## src/rtl/tracking_pkg.sv

```systemverilog
// Shared definitions for the tracking-channel register readback path.
//   - State-word addresses within one tracking channel's register window.
//   - Burst readback FSM state encoding.
package tracking_pkg;

    // State-word addresses inside a channel
    localparam int PRN_STATE  = 6;
    localparam int PRN_COUNT  = 7;
    localparam int CARR_PHASE = 8;
    localparam int CARR_COUNT = 9;
    localparam int CODE_PHASE = 10;
    localparam int CNT_WORD   = 11;
    localparam int FLAG_WORD  = 12;
    localparam int DECODE     = 13;
    localparam int PRN2_STATE = 15;
    localparam int ACC_BASE   = 16;

    // Burst readback FSM
    typedef enum logic [1:0] {
        IDLE   = 2'd0,
        FREEZE = 2'd1,
        ISSUE  = 2'd2,
        DRAIN  = 2'd3
    } state_t;

endpackage

```

## src/rtl/state_rd_fifo.sv

```systemverilog
// Output FIFO for the channel state reader.
// Holds {last, data} entries; the head entry is presented from registers.
// Ports:
//   clk, rst_b      clock, asynchronous active-low reset
//   flush           drop all entries (wins over push)
//   push, push_data write one entry
//   pop             consume the head entry (ignored when empty)
//   out_valid       FIFO not empty
//   out_data        head entry, 0 when empty
//   count           current occupancy, feeds the reader's credit check
module state_rd_fifo #(
    parameter int WIDTH = 33,
    parameter int DEPTH = 4,
    parameter int CNT_W = $clog2(DEPTH) + 1
) (
    input  logic             clk,
    input  logic             rst_b,
    input  logic             flush,
    input  logic             push,
    input  logic [WIDTH-1:0] push_data,
    input  logic             pop,
    output logic             out_valid,
    output logic [WIDTH-1:0] out_data,
    output logic [CNT_W-1:0] count
);

    localparam int PTR_W = (DEPTH > 1) ? $clog2(DEPTH) : 1;

    logic [WIDTH-1:0] mem [DEPTH];
    logic [PTR_W-1:0] wr_ptr;
    logic [PTR_W-1:0] rd_ptr;
    logic [CNT_W-1:0] cnt;
    logic             do_push;
    logic             do_pop;

    assign do_push = push && (cnt != CNT_W'(DEPTH));
    assign do_pop  = pop && (cnt != '0);

    always_ff @(posedge clk or negedge rst_b) begin
        if (!rst_b) begin
            wr_ptr <= '0;
            rd_ptr <= '0;
            cnt    <= '0;
        end else if (flush) begin
            wr_ptr <= '0;
            rd_ptr <= '0;
            cnt    <= '0;
        end else begin
            if (do_push) wr_ptr <= wr_ptr + PTR_W'(1);
            if (do_pop)  rd_ptr <= rd_ptr + PTR_W'(1);
            case ({do_push, do_pop})
                2'b10:   cnt <= cnt + CNT_W'(1);
                2'b01:   cnt <= cnt - CNT_W'(1);
                default: cnt <= cnt;
            endcase
        end
    end

    // Storage carries no reset; unwritten entries are never presented.
    always_ff @(posedge clk) begin
        if (do_push && !flush) mem[wr_ptr] <= push_data;
    end

    assign out_valid = (cnt != '0);
    assign out_data  = out_valid ? mem[rd_ptr] : '0;
    assign count     = cnt;

endmodule

```

## src/rtl/channel_state_reader.sv

```systemverilog
// Burst readback engine for tracking-channel state words.
// A host request (channel, first word, words-1) is latched, the channel is
// optionally frozen, then word addresses are issued to the channel bank under
// FIFO credit, the registered channel data is captured one clock later and
// streamed out through a small FIFO with a last-word tag.
//
// Build option: define BURST_FREEZE_EN to hold the selected channel
// (st_freeze) for the whole burst and wait FREEZE_CYC settle cycles before the
// first issue. Without it st_freeze stays 0 and issuing starts right away.
//
// Ports:
//   clk, rst_b                      clock, asynchronous active-low reset
//   req_valid/req_ready             burst request handshake (ready only in IDLE)
//   req_ch, req_addr, req_len       channel, first word, words-1
//   abort                           cancel burst, flush everything
//   rd_valid/rd_ready               output word handshake
//   rd_data, rd_last                output word and final-word tag
//   busy                            FSM active or output FIFO not empty
//   st_addr, st_ch_sel              issued word address / one-hot channel select
//   st_freeze                       one-hot channel hold request
//   ch_rdata                        per-channel registered state words
module channel_state_reader
    import tracking_pkg::*;
#(
    parameter int CH_NUM     = 8,
    parameter int CH_BITS    = 3,
    parameter int ADDR_BITS  = 5,
    parameter int LEN_BITS   = 5,
    parameter int FIFO_DEPTH = 4,
    parameter int FREEZE_CYC = 2
) (
    input  logic                   clk,
    input  logic                   rst_b,
    input  logic                   req_valid,
    output logic                   req_ready,
    input  logic [CH_BITS-1:0]     req_ch,
    input  logic [ADDR_BITS-1:0]   req_addr,
    input  logic [LEN_BITS-1:0]    req_len,
    input  logic                   abort,
    output logic                   rd_valid,
    input  logic                   rd_ready,
    output logic [31:0]            rd_data,
    output logic                   rd_last,
    output logic                   busy,
    output logic [ADDR_BITS-1:0]   st_addr,
    output logic [CH_NUM-1:0]      st_ch_sel,
    output logic [CH_NUM-1:0]      st_freeze,
    input  logic [CH_NUM*32-1:0]   ch_rdata
);

`ifdef BURST_FREEZE_EN
    localparam bit FREEZE_EN = 1'b1;
`else
    localparam bit FREEZE_EN = 1'b0;
`endif

    localparam int CNT_W = $clog2(FIFO_DEPTH) + 1;
    localparam int REM_W = LEN_BITS + 1;
    localparam int FRZ_W = (FREEZE_CYC > 1) ? $clog2(FREEZE_CYC) : 1;

    // Out-of-range channel indices decode to an all-zero select.
    function automatic logic [CH_NUM-1:0] ch_onehot(input logic [CH_BITS-1:0] ch);
        logic [CH_NUM-1:0] oh;
        oh = '0;
        for (int i = 0; i < CH_NUM; i++) oh[i] = (ch == CH_BITS'(i));
        return oh;
    endfunction

    // An empty select yields 32'h0, which is what an invalid channel returns.
    function automatic logic [31:0] sel_word(input logic [CH_NUM-1:0]    sel,
                                             input logic [CH_NUM*32-1:0] bus);
        logic [31:0] w;
        w = '0;
        for (int i = 0; i < CH_NUM; i++) begin
            if (sel[i]) w = w | bus[i*32 +: 32];
        end
        return w;
    endfunction

    state_t             state;
    logic [CH_BITS-1:0] ch_q;
    logic [ADDR_BITS-1:0] addr_q;
    logic [REM_W-1:0]   rem_q;
    logic [FRZ_W-1:0]   frz_cnt;
    logic               freeze_on;

    logic               vld_p0;
    logic               last_p0;
    logic [CH_NUM-1:0]  sel_p0;

    logic [CNT_W-1:0]   fifo_count;
    logic               credit_ok;
    logic               issue;
    logic               issue_last;
    logic [32:0]        fifo_out;

    // Words issued but not yet in the FIFO occupy credit too.
    assign credit_ok  = (int'(fifo_count) + int'(vld_p0)) < FIFO_DEPTH;
    assign issue      = (state == ISSUE) && credit_ok && !abort;
    assign issue_last = issue && (rem_q == REM_W'(1));

    always_ff @(posedge clk or negedge rst_b) begin
        if (!rst_b) begin
            state     <= IDLE;
            rem_q     <= '0;
            frz_cnt   <= '0;
            freeze_on <= 1'b0;
            vld_p0    <= 1'b0;
        end else begin
            vld_p0 <= issue;
            if (abort) begin
                state     <= IDLE;
                freeze_on <= 1'b0;
                vld_p0    <= 1'b0;
            end else begin
                case (state)
                    IDLE: begin
                        if (req_valid) begin
                            rem_q     <= {1'b0, req_len} + REM_W'(1);
                            frz_cnt   <= '0;
                            freeze_on <= FREEZE_EN;
                            state     <= FREEZE_EN ? FREEZE : ISSUE;
                        end
                    end
                    FREEZE: begin
                        if (int'(frz_cnt) >= FREEZE_CYC - 1) state <= ISSUE;
                        else frz_cnt <= frz_cnt + FRZ_W'(1);
                    end
                    ISSUE: begin
                        if (issue) begin
                            rem_q <= rem_q - REM_W'(1);
                            if (issue_last) state <= DRAIN;
                        end
                    end
                    DRAIN: begin
                        if (!vld_p0 && (fifo_count == '0)) begin
                            state     <= IDLE;
                            freeze_on <= 1'b0;
                        end
                    end
                    default: state <= IDLE;
                endcase
            end
        end
    end

    // Request fields and the issue pointer are datapath only; they are
    // always qualified by FSM state before reaching an output.
    always_ff @(posedge clk) begin
        if (state == IDLE && req_valid && !abort) begin
            ch_q   <= req_ch;
            addr_q <= req_addr;
        end else if (issue) begin
            addr_q <= addr_q + ADDR_BITS'(1);
        end
    end

    // ---- issue stage -> p0: remember select and last tag of the issued word
    always_ff @(posedge clk) begin
        sel_p0  <= ch_onehot(ch_q);
        last_p0 <= issue_last;
    end

    // ---- p0 -> FIFO: channel data is valid one clock after issue
    state_rd_fifo #(
        .WIDTH (33),
        .DEPTH (FIFO_DEPTH),
        .CNT_W (CNT_W)
    ) u_fifo (
        .clk       (clk),
        .rst_b     (rst_b),
        .flush     (abort),
        .push      (vld_p0),
        .push_data ({last_p0, sel_word(sel_p0, ch_rdata)}),
        .pop       (rd_ready),
        .out_valid (rd_valid),
        .out_data  (fifo_out),
        .count     (fifo_count)
    );

    assign rd_data   = fifo_out[31:0];
    assign rd_last   = fifo_out[32];
    assign req_ready = (state == IDLE);
    assign busy      = (state != IDLE) || (fifo_count != '0);
    assign st_addr   = issue ? addr_q : '0;
    assign st_ch_sel = issue ? ch_onehot(ch_q) : '0;
    assign st_freeze = (FREEZE_EN && freeze_on) ? ch_onehot(ch_q) : '0;

endmodule

```

## config.mk

```make
export PLATFORM = sky130hd
export DESIGN_NAME = channel_state_reader
export DESIGN_NICKNAME = d
export VERILOG_FILES = /design/src/rtl/tracking_pkg.sv /design/src/rtl/state_rd_fifo.sv /design/src/rtl/channel_state_reader.sv
export SDC_FILE = /design/constraint.sdc
export NUM_CORES = 1
export LEC_CHECK = 0
export ABC_AREA = 0
export BUFFER_PORTS_ARGS = -buffer_cell sky130_fd_sc_hd__buf_2
export CORE_AREA = 2 2 162 164
export CTS_BUF_LIST = sky130_fd_sc_hd__clkbuf_8
export CTS_CLUSTER_SIZE = 10
export DETAILED_ROUTE_END_ITERATION = 16
export DIE_AREA = 0 0 164 166
export GPL_TIMING_DRIVEN = 0
export PLACE_DENSITY_LB_ADDON = 0.3
export SETUP_SLACK_MARGIN = 0.2
export SLEW_MARGIN = 5
export SYNTH_ARGS = -nofsm -noshare
export SYNTH_HDL_FRONTEND = slang
export SYNTH_HIERARCHICAL = 1
export SYNTH_SLANG_ARGS = --single-unit
```

## constraint.sdc

```tcl
create_clock -name clk -period 4.36 [get_ports clk]
set_input_delay 0.436 -clock clk [delete_from_list [all_inputs] [get_ports clk]]
set_output_delay 0.436 -clock clk [all_outputs]
set_load 0.05 [all_outputs]
```

==> results of run 1 <==
==> how the worst max path moves through the flow <==
stage	to	slack, ps	depth (start not counted)
finish	rd_data[19]	1070	4
global route	rd_data[19]	950	4
CTS	rd_data[13]	1060	4
detailed placement	u_fifo/count[2]	1480	7
global placement	u_fifo/mem[1][15]	1260	4
floorplan	st_ch_sel[0]	1630	3
==> metrics by stage <==
stage | area, um2 | hold slack (ps)
2_1_floorplan | 8300 | 140
3_3_place_gp | 10300 | 403
3_5_place_dp | 10400 | 399
4_1_cts | 10900 | 130
5_1_grt | 10900 | 134
6_report | 10900 | 158
==> flip-flops by register name (all words and copies together) (netlist names) <==
register / cells
u_fifo/wr_ptr: 2
vld_p0: 1
frz_cnt: 1
sel_p0: 8
u_fifo/rd_ptr: 2
addr_q: 5
u_fifo/mem: 132
state: 2
last_p0: 1
u_fifo/count: 3
rem_q: 6
ch_q: 3
==> layout by cell type, fill, tap and decap left out, types with 5 or more instances in the layout <==
master	synthesis	routed
buf_2	10	332
edfxtp_1	140	140
a22oi_1	128	128
mux4_2	33	33
nor2b_1	33	33
nand4_1	32	32
clkbuf_1	29	29
nor2_1	24	24
clkbuf_8	0	17
dfrtp_1	17	17
nand2_1	13	13
inv_1	11	11
nor3_1	11	11
o21ai_0	11	11
dfxtp_1	9	9
a21oi_1	8	8
o21ai_1	8	8
ha_1	8	8
buf_4	8	8
conb_1	1	8
nand3_1	7	7
buf_6	7	7
and2_1	10	6
xor2_1	5	5
a31oi_1	5	5
==> area by class of cell <==
type,instances,area [um2]
Antenna cell,2,5.00
Buffer,55,302
Clock buffer,17,234
Clock inverter,15,165
Fill cell,2411,14800
Inverter,12,47.5
Multi-Input combinational cell,389,3140
Sequential cell,166,4810
Tap cell,335,419
Timing Repair Buffer,327,1730
==> cells by family (layout without fill, tap and decap cells) <==
kind of cell / after synthesis / count (layout) / synth area share [%]
AOI/OAI and AO/OA: 175 / 175 / 15.1
xor gates and xnor gates: 9 / 9 / 0.953
adders and majority gates: 9 / 9 / 1.45
buffers and inverters: 67 / 426 / 4.22
DFF: 166 / 166 / 58.2
muxes: 34 / 34 / 9.12
other: 1 / 10 / 0.0453
and+or+nand+nor: 154 / 154 / 10.9
==> power groups by stage <==
stage,registers [W],clock network (W),logic (W)
5_1_grt,0.00186,0.00116,0.000781
2_1_floorplan,0.00187,0,0.000426
3_5_place_dp,0.00189,0,0.000716
6_report,0.00185,0.00108,0.000722
4_1_cts,0.00185,0.00110,0.000719
3_3_place_gp,0.00189,0,0.000706
==> per-layer routing <==
| metal | vias up | routed length, um | part of all wire, % |
|---|---|---|---|
| met5 | - | 0 | 0 |
| met4 | 0 | 1050 | 3.2 |
| met3 | 51 | 2840 | 8.7 |
| met2 | 467 | 15700 | 48 |
| met1 | 3554 | 13100 | 40 |
| li1 | 3181 | - | - |
==> key figures, run 1 <==
Status
  • Status: finished clean

Finish
  • Fraction of layout cells with a size suffix above 1: about 44%
  • Final std cells w/o fill: 1318
  • Synthesis-to-finish area growth: 31.3%
  • Final net count: approximately 1300
  • Final Core Density: 42.4%

Pwr
  • Pint: around 0.0025 W
  • Static leakage: roughly 4.3 nW
  • P_sw: 0.00114 W
  • Part of the power in combinational logic: around a fifth
  • Sw Share: 31.2%
  • Sequential share of power: 50.7%
  • Maximum vdd drop: about 0.2 mV
  • Pwr per Cell Area: 337 mW/mm2
  • Clock share of power: 29.6%
  • Power after layout: 0.00365 W

Synth
  • Async set-reset flop share out of synthesis: between 10% and 20%
  • Largest area contributor in the netlist: edfxtp_1
  • Post-synthesis cell area: between 0.008 and 0.009 mm2
  • Post-synth EDFFs: 140
  • Cells after Synth: roughly 620
  • Total of warnings raised by yosys: 6
  • Synth Area per Inst: about 13 um2
  • Top-area cell type share of the netlist area: 50.8%
  • Ys flop type: edfxtp_1
  • Dominant cell by count in the synthesized netlist: edfxtp_1
  • Yosys cell types: 53
  • Post-synth top cells: 140 x edfxtp_1, 128 x a22oi_1, 33 x mux4_2, 33 x nor2b_1, 32 x nand4_1
  • Sequential area share after synthesis: just under 60%
  • Flops & latches, synth: 166
  • Area contributors post-synth: edfxtp_1 51%, a22oi_1 12%, mux4_2 9.0%

Setup path
  • CP max stage cell: nor3_2
  • FF-to-FF path depth: 7
  • WP buf/inv: 2
  • Crit Path Class: reg2out
  • Delay-heaviest family, CP: simple AND/OR/NAND/NOR gates
  • Crit end category: output pin
  • RR Startpoint: u_fifo/count[2]
  • Worst path required time: 3920 ps
  • Critical Path Max Stage Delay: 830 ps
  • Arr. time, crit path: around 2900 ps
  • Worst-path fanout max: 12
  • RR Endpoint: u_fifo/count[2]
  • Critical path origin: u_fifo/count[2]
  • Setup crit start kind: register
  • Crit-path cells: nor3_2 -> clkbuf_1 -> nor2b_1 -> buf_2
  • R2r setup slk: between 1000 and 1500 ps

Detailed routing
  • Vias: between 7000 and 8000
  • Final WL: between 30000 and 40000 um
  • Post-route ant nets: 0
  • WL/cell: about 25 um
  • Vias per inst: approximately 5.5
  • DRC: 0
  • DR iter-0 viols: 884
  • TritonRoute pass-1 iters: 5

Placement
  • DP Worst Slack: ~1500 ps
  • Gpl congestion: 0.963
  • IO buf count: ~320
  • HPWL after DPL: 24200 um
  • Placed insts: about 1300

Floorplan
  • Placement Rows: 59
  • Initial core utilization: about a third
  • Die X: between 150 and 200 um
  • Die area: 0.0272 mm2
  • Core Area: 0.0256 mm2
  • Chip height: ~170 um
  • Io pins: about 330

Global routing
  • GRT Util Overall: a little under a quarter
  • Vias in the first global route: around 6900
  • Met1 Usage GRT: 30.5%
  • Largest net degree at the start of global routing: 20
  • Global route overflow: 0
  • Top Usage Layer GRT: met2
  • Met3 Use GR: 5.17%
  • First-pass GRT wire length: 45400 um
  • Met2 GRT Util: about two fifths
  • Initial antenna violation count: 2

Timing
  • RSZ-0062 raised after global routing: no
  • Setup Total Neg Slack: 0 ps
  • Setup slack after layout: ~1100 ps
  • Fmax: between 300 and 400 MHz
  • Part of the cycle the worst path needs: between 70% and 80%
  • Setup violations, final: 0
  • Relative max-transition margin: 27.6%
  • Clock skew: about 18 ps
  • Worst-Margin Slew: 1090 ps
  • Hold Vio Cnt, Final: 0
  • Period minus WS final: between 3000 and 4000 ps
  • Max-slew violations: 0

Clock tree
  • Clk slew on worst S/H paths: ~100 ps
  • Worst-Skew Late Latency: about 450 ps
  • Hold buffer count at CTS: 1
  • TritonCTS clock tree: yes
  • # H-tree levels: 4
  • Num CTS Buffers: 17
  • Cts repair resizes: 0
  • Root buffer cell: clkbuf_8
  • Maximum root-to-sink buffer count: 2
  • Postcts setup bufs: 0
  • Clock tree sinks: about 170

Worst hold path
  • WHS Endpoint: ch_q[0]
  • HP Class: in2reg
  • Hold Startpoint: req_ch[0]
  • Hold Path Cell Cnt: 1

Job
  • Max-cap violations: 0
(Power assumes the default switching activity.)
==> run 2, diff against run 1 <==
- clock period: 4.36 -> 3.3 ns (I/O delays scaled with it)
==> key figures, run 2 (synthesis results as in run 1) <==
Setup path
  • Worst-path fanout max: 12 (unchanged)
  • R2r setup slk: 650 ps (-790 ps)
  • Critical path origin: u_fifo/count[2]
  • Arr. time, crit path: 2590 ps (-270 ps)
  • Crit Path Class: reg2out
  • Crit path to: rd_data[19]
  • RR Endpoint: u_fifo/count[2]
  • FF-to-FF path depth: 7 (unchanged)
  • Worst path required time: 2970 ps (-950 ps)
  • RR Startpoint: u_fifo/count[2]
  • Crit end category: output pin
  • Setup crit start kind: register

Clock tree
  • Clk slew on worst S/H paths: 100 ps (about the same)
  • Num CTS Buffers: 17 (unchanged)
  • # H-tree levels: 4 (unchanged)
  • Postcts setup bufs: 0 (unchanged)
  • Clock tree sinks: 166 (unchanged)
  • TritonCTS clock tree: yes
  • Root buffer cell: clkbuf_8
  • Maximum root-to-sink buffer count: 2 (unchanged)
  • Worst-Skew Late Latency: 450 ps (about the same)

Detailed routing
  • Post-route ant nets: 0 (unchanged)
  • DRC: 0 (unchanged)
  • Vias per inst: 5.49 (-0.22%)
  • TritonRoute pass-1 iters: 7 (+2)
  • Vias: 7237 (-0.22%)
  • WL/cell: 24.8 um (-0.24%)
  • Final WL: 32600 um (-0.24%)
  • DR iter-0 viols: 865 (-2.1%)

Timing
  • Relative max-transition margin: 27.7% (+0.11 points)
  • Setup violations, final: 0 (unchanged)
  • Setup Total Neg Slack: 0 ps (unchanged)
  • RSZ-0062 raised after global routing: no
  • Period minus WS final: roughly 2900 ps
  • Part of the cycle the worst path needs: about 88%
  • Hold Vio Cnt, Final: 0 (unchanged)
  • Setup slack after layout: 383 ps (-684 ps)
  • Clock skew: 16.9 ps (-0.600 ps)
  • Max-slew violations: 0 (unchanged)
  • Fmax: about 340 MHz
  • Worst-Margin Slew: 1080 ps (-1.60 ps)

Global routing
  • First-pass GRT wire length: 45400 um (unchanged)
  • GRT Util Overall: 23.4% (about the same)
  • Largest net degree at the start of global routing: 20 (unchanged)
  • Vias in the first global route: 6950 (+0.043%)
  • Initial antenna violation count: 2 (unchanged)
  • Global route overflow: 0 (unchanged)

Pwr
  • Static leakage: 4.26 nW (about the same)
  • Pwr per Cell Area: 444 mW/mm2 (+32%)
  • Maximum vdd drop: 0.268 mV (+31%)

Finish
  • Synthesis-to-finish area growth: 31.4% (about the same)
  • FF/Latch Area: 0.00481 mm2 (unchanged)
  • Fraction of layout cells with a size suffix above 1: 43.5% (unchanged)
  • Footprint of the multi-input gates: 0.00315 mm2 (+0.20%)
  • Final Core Density: 42.4% (about the same)
  • Largest Register: u_fifo/mem
  • Top flop regs: u_fifo/mem x132, sel_p0 x8, rem_q x6
  • Commonest non-fill, non-tap cells in the layout: 332 x buf_2, 140 x edfxtp_1, 128 x a22oi_1, 33 x mux4_2, 33 x nor2b_1
  • Fillers: 2411 (unchanged)
  • Largest register FFs: 132 (unchanged)
  • Commonest non-fill, non-tap cell in the layout: buf_2
  • Final net count: 1251 (unchanged)

Floorplan
  • Die X: 164 um (unchanged)
  • Placement Rows: 59 (unchanged)
  • Core Area: 0.0256 mm2 (unchanged)
  • Chip height: 166 um (unchanged)
  • Initial core utilization: 32.3% (unchanged)
  • Io pins: 331 (unchanged)
  • Die area: 0.0272 mm2 (unchanged)

Placement
  • DP Worst Slack: 418 ps (-1060 ps)
  • HPWL after DPL: 24200 um (unchanged)
  • IO buf count: 322 (unchanged)
  • Gpl congestion: 0.963 (unchanged)

Worst hold path
  • Hold Startpoint: req_ch[0]
  • Hold Path Cell Cnt: 1 (unchanged)
  • HP Class: in2reg

Status
  • Status: finished clean

Job
  • Max-cap violations: 0 (unchanged)
[run 2: changes by cell type in the layout (fill, tap and decap cells not counted)]
cell,delta
nor3_2,-1
nor3_4,+1
[run 2: timing repair]
action | 4_1_cts | 5_1_grt
hold buffers | 1 | 0
endpoints found under the hold margin | 17 | 0
setup endpoints to repair | 11 | 0
resized for setup | 1 | 0
[run 2: worst min-delay path by stage]
stage                     slack (ps)  endpoint
after global routing              30   ch_q[0]
after detailed placement         290  rem_q[2]
after CTS                         20   ch_q[0]
after floorplan                   30   frz_cnt
after global placement           300  rem_q[2]
final                             50   ch_q[0]
[run 2: metal layers]
metal	vias to the layer above	GRT usage [%]	routed length (um)
met5	-	0	0
met4	0	8.16	1110
met3	55	5.17	2650
met2	429	38.4	15700
met1	3573	30.5	13200
li1	3180	-	-
[run 2: critical path: stages, from the launching register on]
cell      delay (ps)
dfrtp_1          540
nor3_4           600
clkbuf_1         500
nor2b_1          230
buf_2            270
[run 2: final cells by class]
| type | instances | share of cell area (%) |
|---|---|---|
| inverter | 12 | 0.438 |
| sequential | 166 | 44.3 |
| clock inverter | 15 | 1.52 |
| timing repair buffer | 327 | 15.9 |
| antenna | 2 | 0.0461 |
| buffer | 55 | 2.78 |
| tap | 335 | 3.86 |
| clock buffer | 17 | 2.15 |
| multi-input combinational | 389 | 29.0 |
[run 2: power by group]
part	internal [W]	total, W	switching [W]
combinational	0.000366	0.000953	0.000587
sequential	0.00239	0.00245	0.0000616
clock	0.000569	0.00143	0.000857
[run 2: metrics by stage]
| stage | hold slack (ps) | total power, W | std cells | cell area [um2] |
|---|---|---|---|---|
| floorplan | 34.4 | 0.00303 | 622 | 8300 |
| global placement | 297 | 0.00342 | 1279 | 10300 |
| detailed placement | 293 | 0.00344 | 1283 | 10400 |
| CTS | 24.1 | 0.00485 | 1316 | 10900 |
| global route | 28.1 | 0.00502 | 1318 | 10900 |
| finish | 52.4 | 0.00483 | 1318 | 10900 |
